===== config.mk =====
export PLATFORM = sky130hd
export DESIGN_NAME = cmd_phy_controller
export DESIGN_NICKNAME = d
export VERILOG_FILES = /design/src/rtl/sd_cmd_pkg.sv /design/src/rtl/cmd_timeout_counter.sv /design/src/rtl/cmd_phy_controller.sv
export SDC_FILE = /design/constraint.sdc
export NUM_CORES = 1
export LEC_CHECK = 0
export ABC_CLOCK_PERIOD_IN_PS = 1900
export CORE_MARGIN = 2
export CORE_UTILIZATION = 25
export CTS_CLUSTER_DIAMETER = 60
export CTS_CLUSTER_SIZE = 24
export DETAILED_ROUTE_END_ITERATION = 16
export SKIP_CTS_REPAIR_TIMING = 1
export SLEW_MARGIN = 25
export SYNTH_ARGS = -nofsm -noshare
export SYNTH_HDL_FRONTEND = slang
export SYNTH_SLANG_ARGS = --single-unit

===== constraint.sdc =====
create_clock -name sd_clock -period 1.9 [get_ports sd_clock]
set_input_delay 0.19 -clock sd_clock [delete_from_list [all_inputs] [get_ports sd_clock]]
set_output_delay 0.19 -clock sd_clock [all_outputs]
set_load 0.005 [all_outputs]

===== src/rtl/sd_cmd_pkg.sv =====
// Shared types and defaults for the SD CMD-line physical-layer sequencer.
// Contents: FSM state enum, wrapper/PAD control bundle, default bus widths.
package sd_cmd_pkg;

  localparam int unsigned RESP_W_DEF  = 136;
  localparam int unsigned SHORT_W_DEF = 48;

  typedef enum logic [2:0] {
    IDLE      = 3'd0,
    LOAD      = 3'd1,
    SEND      = 3'd2,
    WAIT_RESP = 3'd3,
    DELIVER   = 3'd4,
    WAIT_ACK  = 3'd5,
    ACK       = 3'd6
  } cmd_state_e;

  // Control bundle toward the P->S / S->P wrappers and the CMD pad
  typedef struct packed {
    logic load_send;
    logic enable_pts_wrapper;
    logic enable_stp_wrapper;
    logic reset_wrapper;
    logic pad_state;
    logic pad_enable;
  } phy_ctrl_t;

endpackage


===== src/rtl/cmd_timeout_counter.sv =====
// Ncr response-timeout counter.
// Ports: sd_clock/reset (async active-low), clear (synchronous zero),
//        enable (count one per cycle, saturating), term_c (combinational,
//        high in the last allowed cycle while enabled).
module cmd_timeout_counter #(
  parameter int unsigned TIMEOUT_CYCLES = 64
) (
  input  logic sd_clock,
  input  logic reset,
  input  logic clear,
  input  logic enable,
  output logic term_c
);

  localparam int unsigned CNT_W = $clog2(TIMEOUT_CYCLES + 1);

  logic [CNT_W-1:0] cnt_q;

  // Saturating up-counter
  always_ff @(posedge sd_clock or negedge reset) begin
    if (!reset) begin
      cnt_q <= '0;
    end else if (clear) begin
      cnt_q <= '0;
    end else if (enable && (cnt_q != CNT_W'(TIMEOUT_CYCLES))) begin
      cnt_q <= cnt_q + CNT_W'(1);
    end
  end

  assign term_c = enable && (cnt_q == CNT_W'(TIMEOUT_CYCLES - 1));

endmodule


===== src/rtl/cmd_phy_controller.sv =====
// SD CMD-line physical-layer sequencer: loads and sends a command through the
// P->S wrapper, waits for a short/long response with an Ncr timeout, and
// returns it to the CMD host with a strobe/ack handshake.
// Inputs : sd_clock, reset (async active-low), strobe_in, ack_in, idle_in,
//          no_response, long_resp, pad_response, reception_complete,
//          transmission_complete.
// Outputs (all registered): ack_out, strobe_out, response, command_timeout,
//          load_send, enable_pts_wrapper, enable_stp_wrapper, reset_wrapper,
//          pad_state, pad_enable, long_mode.
// Build option: CMD_RETRY_EN re-sends the command up to MAX_RETRY times on
//          timeout before reporting command_timeout.
module cmd_phy_controller
  import sd_cmd_pkg::*;
#(
  parameter int unsigned RESP_W         = RESP_W_DEF,
  parameter int unsigned SHORT_W        = SHORT_W_DEF,
  parameter int unsigned TIMEOUT_CYCLES = 64,
  parameter int unsigned MAX_RETRY      = 2
) (
  input  logic              sd_clock,
  input  logic              reset,
  input  logic              strobe_in,
  input  logic              ack_in,
  input  logic              idle_in,
  input  logic              no_response,
  input  logic              long_resp,
  input  logic [RESP_W-1:0] pad_response,
  input  logic              reception_complete,
  input  logic              transmission_complete,
  output logic              ack_out,
  output logic              strobe_out,
  output logic [RESP_W-1:0] response,
  output logic              command_timeout,
  output logic              load_send,
  output logic              enable_pts_wrapper,
  output logic              enable_stp_wrapper,
  output logic              reset_wrapper,
  output logic              pad_state,
  output logic              pad_enable,
  output logic              long_mode
);

  cmd_state_e        state_q, state_d;
  phy_ctrl_t         ctrl_q, ctrl_d;
  logic              strobe_d, ack_d, timeout_d, long_d;
  logic              no_resp_q, no_resp_d;
  logic [RESP_W-1:0] resp_d;
  logic              term_c;

`ifdef CMD_RETRY_EN
  localparam int unsigned RETRY_W = (MAX_RETRY > 0) ? $clog2(MAX_RETRY + 1) : 1;
  logic [RETRY_W-1:0] retry_q, retry_d;
`else
  // Retry limit has no effect without the retry feature
  logic unused_retry_cfg;
  assign unused_retry_cfg = (MAX_RETRY != 0);
`endif

  // Counter runs only in WAIT_RESP, so every entry starts from zero
  cmd_timeout_counter #(
    .TIMEOUT_CYCLES(TIMEOUT_CYCLES)
  ) u_timeout (
    .sd_clock(sd_clock),
    .reset   (reset),
    .clear   (state_q != WAIT_RESP),
    .enable  (state_q == WAIT_RESP),
    .term_c  (term_c)
  );

  // State and registered outputs
  always_ff @(posedge sd_clock or negedge reset) begin
    if (!reset) begin
      state_q         <= IDLE;
      ctrl_q          <= '{reset_wrapper: 1'b1, default: 1'b0};
      strobe_out      <= 1'b0;
      ack_out         <= 1'b0;
      response        <= '0;
      command_timeout <= 1'b0;
      long_mode       <= 1'b0;
      no_resp_q       <= 1'b0;
`ifdef CMD_RETRY_EN
      retry_q         <= '0;
`endif
    end else begin
      state_q         <= state_d;
      ctrl_q          <= ctrl_d;
      strobe_out      <= strobe_d;
      ack_out         <= ack_d;
      response        <= resp_d;
      command_timeout <= timeout_d;
      long_mode       <= long_d;
      no_resp_q       <= no_resp_d;
`ifdef CMD_RETRY_EN
      retry_q         <= retry_d;
`endif
    end
  end

  // Next state, captured data, and outputs decoded from the next state
  always_comb begin
    state_d   = state_q;
    resp_d    = response;
    timeout_d = command_timeout;
    long_d    = long_mode;
    no_resp_d = no_resp_q;
    ctrl_d    = '0;
    strobe_d  = 1'b0;
    ack_d     = 1'b0;
`ifdef CMD_RETRY_EN
    retry_d   = retry_q;
`endif

    case (state_q)
      IDLE: begin
        if (strobe_in && !idle_in) begin
          state_d   = LOAD;
          no_resp_d = no_response;
          long_d    = long_resp;
        end
      end
      LOAD: state_d = SEND;
      SEND: begin
        if (transmission_complete) begin
          if (no_resp_q) begin
            state_d   = DELIVER;
            resp_d    = '0;
            timeout_d = 1'b0;
          end else begin
            state_d = WAIT_RESP;
          end
        end
      end
      WAIT_RESP: begin
        // A frame completing in the terminal cycle beats the timeout
        if (reception_complete) begin
          state_d   = DELIVER;
          timeout_d = 1'b0;
          resp_d    = long_mode ? pad_response
                                : RESP_W'(pad_response[SHORT_W-1:0]);
        end else if (term_c) begin
`ifdef CMD_RETRY_EN
          if (retry_q < RETRY_W'(MAX_RETRY)) begin
            state_d = LOAD;
            retry_d = retry_q + RETRY_W'(1);
          end else begin
            state_d   = DELIVER;
            timeout_d = 1'b1;
            resp_d    = '0;
          end
`else
          state_d   = DELIVER;
          timeout_d = 1'b1;
          resp_d    = '0;
`endif
        end
      end
      DELIVER:  state_d = ack_in ? ACK : WAIT_ACK;
      WAIT_ACK: if (ack_in) state_d = ACK;
      ACK:      if (!strobe_in) state_d = IDLE;
      default:  state_d = IDLE;
    endcase

    // Abort from any active state
    if (idle_in && (state_q != IDLE)) state_d = IDLE;

    if (state_d == IDLE) begin
      resp_d    = '0;
      timeout_d = 1'b0;
      long_d    = 1'b0;
      no_resp_d = 1'b0;
`ifdef CMD_RETRY_EN
      retry_d   = '0;
`endif
    end

    case (state_d)
      IDLE: ctrl_d.reset_wrapper = 1'b1;
      LOAD: begin
        ctrl_d.enable_pts_wrapper = 1'b1;
        ctrl_d.pad_state          = 1'b1;
        ctrl_d.pad_enable         = 1'b1;
      end
      SEND: begin
        ctrl_d.load_send          = 1'b1;
        ctrl_d.enable_pts_wrapper = 1'b1;
        ctrl_d.pad_state          = 1'b1;
        ctrl_d.pad_enable         = 1'b1;
      end
      WAIT_RESP:         ctrl_d.enable_stp_wrapper = 1'b1;
      DELIVER, WAIT_ACK: strobe_d = 1'b1;
      ACK:               ack_d    = 1'b1;
      default:           ctrl_d.reset_wrapper = 1'b1;
    endcase
  end

  assign load_send          = ctrl_q.load_send;
  assign enable_pts_wrapper = ctrl_q.enable_pts_wrapper;
  assign enable_stp_wrapper = ctrl_q.enable_stp_wrapper;
  assign reset_wrapper      = ctrl_q.reset_wrapper;
  assign pad_state          = ctrl_q.pad_state;
  assign pad_enable         = ctrl_q.pad_enable;

endmodule


==> impl_results.md <==
* Status: complete, but fails checks
* Failing checks: setup timing
* Final nets at 1407
* Sequential area share after synthesis at 0.4166
* Main flop type after synthesis: dfrtp_1
* Crit path DAT at 2.27 ns
* Max-Cap Viols at 0
* Vias per cell at 5.122
* Critical Path RT at 2.25 ns
* Period minus WS final at 1.923 ns
* Max Clk Rate at 520.1 MHz
* Share of cells above drive strength 1 at 0.2687
* Final WL at 34110 um
* Dpl cell area at 0.01352 mm2
* Reg clk slew, reported paths at 0.07 ns
* Synth warn at 0
* Setup Viol. Count Final at 25
* Pwr dens at 1023 mW/mm2
* Mapped Area at 0.009314 mm2
* Fill cells at 3530
* Reg2reg path depth at 7
* Final Hold Fails at 0
* Vias at 8918
* CP startpoint: u_timeout.cnt_q[0]$_DFFE_PN0P_
* Antenna viol nets, final at 0
* Slew HR at 0.6533
* Die height at 197.0 um
* Most frequent cell after synthesis: dfrtp_1
* Die area at 0.03881 mm2
* CTS buffer count at 17
* Crit path kind: register to register
* FF-to-FF End: response[128]$_DFFE_PN0P_
* Area Overhead vs Synth at 58.91%
* RSZ-0062 raised after global routing: yes
* Top Ports at 291
* Diode count at 0
* Worst slack, placed at -0.2507 ns
* CTS H-tree lvls at 4
* Synth unique cells at 42
* Yosys top cell area share at 0.4138
* Cell taking the most area after synthesis: dfrtp_1
* Reg2reg start: u_timeout.cnt_q[0]$_DFFE_PN0P_
* Peak supply drop at 0.7607 mV
* PortBufs at 290
* Worst slew pin tran at 0.5201 ns
* Initial drt markers at 437
* Chip width at 197.0 um
* Starting Density at 0.2544
* Worst-Skew Late Latency at 0.44 ns
* Routability Congestion at 0.7668
* HP Class: input port to async pin
* CTS Sinks at 155
* CTS tree: done
* Share of flip-flops with an asynchronous set or reset at 1.000
* Final WS setup at -0.02282 ns
* Drt wl/cell at 19.59 um
* Yosys reg bits at 155
* Pleak at 5.090 nW
* Post-synth EDFFs at 0
* Vias in the first global route at 8845
* Synth cell count leaders: dfrtp_1, inv_1, a211oi_1
* Largest net degree at the start of global routing at 70
* Syn_area_per_cell at 9.887 um2
* Post-route cell area at 0.01480 mm2
* Clk Tree Root Cell: clkbuf_16
* Worst reg2reg setup slack at -0.02 ns
* TritonRoute pass-1 iters at 5
* Worst Path Max Fanout at 12
* Clk_skew at 0.01002 ns
* Final Max Tran Viols at 0
* Worst Setup Start Kind: register
* Grt ovf at 0
* Initial antenna violation count at 2
* Mapped Nets at 1089
* Gate Count Post-Synth at 942
* Crit end category: register
* CTS Buffer Depth at 2
* HPWL after DPL at 22340 um
* First-pass GRT wire length at 51010 um
* Gr usage total at 0.1671
* Tot Pwr at 15.14 mW
* Worst Setup EP: response[128]$_DFFE_PN0P_
* Cell Rows at 70
* Ranking of synthesized cells by area: dfrtp_1, a221oi_1, a211oi_2
* Core area at 0.03661 mm2
* Drc violations at 0
* Tcrit/Tclk final at 1.012
[flip-flops by register name, summed over array words and instances (netlist names)]
| register | cells |
|---|---|
| command_timeout | 1 |
| no_resp_q | 1 |
| state_q | 3 |
| load_send | 1 |
| u_timeout.cnt_q | 7 |
| ack_out | 1 |
| strobe_out | 1 |
| enable_pts_wrapper | 1 |
| reset_wrapper | 1 |
| response | 136 |
| enable_stp_wrapper | 1 |
| long_mode | 1 |
[layout make-up]
class / count / area [um2] / area share
clock buffer: 20 / 466.7 / 0.03153
tap: 468 / 585.6 / 0.03956
inverter: 141 / 534.3 / 0.03610
clock inverter: 12 / 115.1 / 0.007777
timing repair buffer: 421 / 4466 / 0.3017
sequential: 155 / 3884 / 0.2624
multi-input combinational: 524 / 4750 / 0.3209
[cells by family (layout without fill, tap and decap cells)]
kind of cell / after synthesis / after routing / share of synthesized area
AO/OA/AOI/OAI: 379 / 379 / 0.3726
XOR/XNOR: 4 / 4 / 0.003762
adder cells (fa/ha/maj): 2 / 2 / 0.002686
buffers and inverters: 263 / 594 / 0.1200
flip-flops: 155 / 155 / 0.4166
multiplexers: 4 / 4 / 0.004299
AND/OR/NAND/NOR: 135 / 135 / 0.08006
[metrics by stage]
| step | hold WS, ns | utilization | TNS, ns | instances |
|---|---|---|---|---|
| after floorplan | -0.1056 | - | 0 | 942 |
| after global placement | 0.1795 | 0.3692 | -26.47 | 1691 |
| after detailed placement | 0.1843 | 0.3692 | -26.86 | 1691 |
| after CTS | -0.3018 | 0.3851 | -11.47 | 1723 |
| after global routing | 0.3308 | 0.4043 | -6.202 | 1741 |
| final | 0.2844 | 0.4043 | -0.2437 | 1741 |
[worst max-delay path, cell delays in order, from the launching register on]
cell	delay (ns)
dfrtp_1	0.39
ha_2	0.20
and3_4	0.23
a211oi_4	0.33
nor4_4	0.08
buf_12	0.17
buf_4	0.18
a211oi_2	0.23
[placed cells by master (no fill, tap or decap), drive strengths merged, types with 4 or more instances in the layout]
cell,count
clkdlybuf4s50,289
a211oi,229
dfrtp,154
inv,143
a221oi,137
buf,126
nor2,57
and2,50
clkbuf,25
clkinv,6
a21oi,5
nand2b,4
mux2i,4
nor4,4
[worst min path at each step]
| stage | startpoint | to | slack (ns) | cells past startpoint |
|---|---|---|---|---|
| final | reset | response[85]$_DFFE_PN0P_ | 0.28 | 2 |
| after global routing | reset | response[86]$_DFFE_PN0P_ | 0.33 | 2 |
| after CTS | reset | no_resp_q$_DFFE_PN0P_ | -0.30 | 1 |
| after detailed placement | reset | response[71]$_DFFE_PN0P_ | 0.18 | 1 |
| after global placement | reset | response[71]$_DFFE_PN0P_ | 0.18 | 1 |
| after floorplan | reset | ack_out$_DFF_PN0_ | -0.11 | 0 |
[layer usage]
layer / routed length [um] / GRT usage / up-vias
li1: - / - / 4176
met3: 2729 / 0.05310 / 35
met2: 15940 / 0.2607 / 307
met4: 522 / 0.04511 / 2
met5: 14 / 0 / -
met1: 14900 / 0.2228 / 4398
[power breakdown]
part	total, mW	switching, mW	internal [mW]	leakage [nW]
clock network	3.47	1.55	1.92	0.279
registers	3.67	0.182	3.49	2.15
logic	8.00	4.60	3.40	2.66
total	15.1	6.34	8.80	5.09
(Power assumes the default switching activity.)
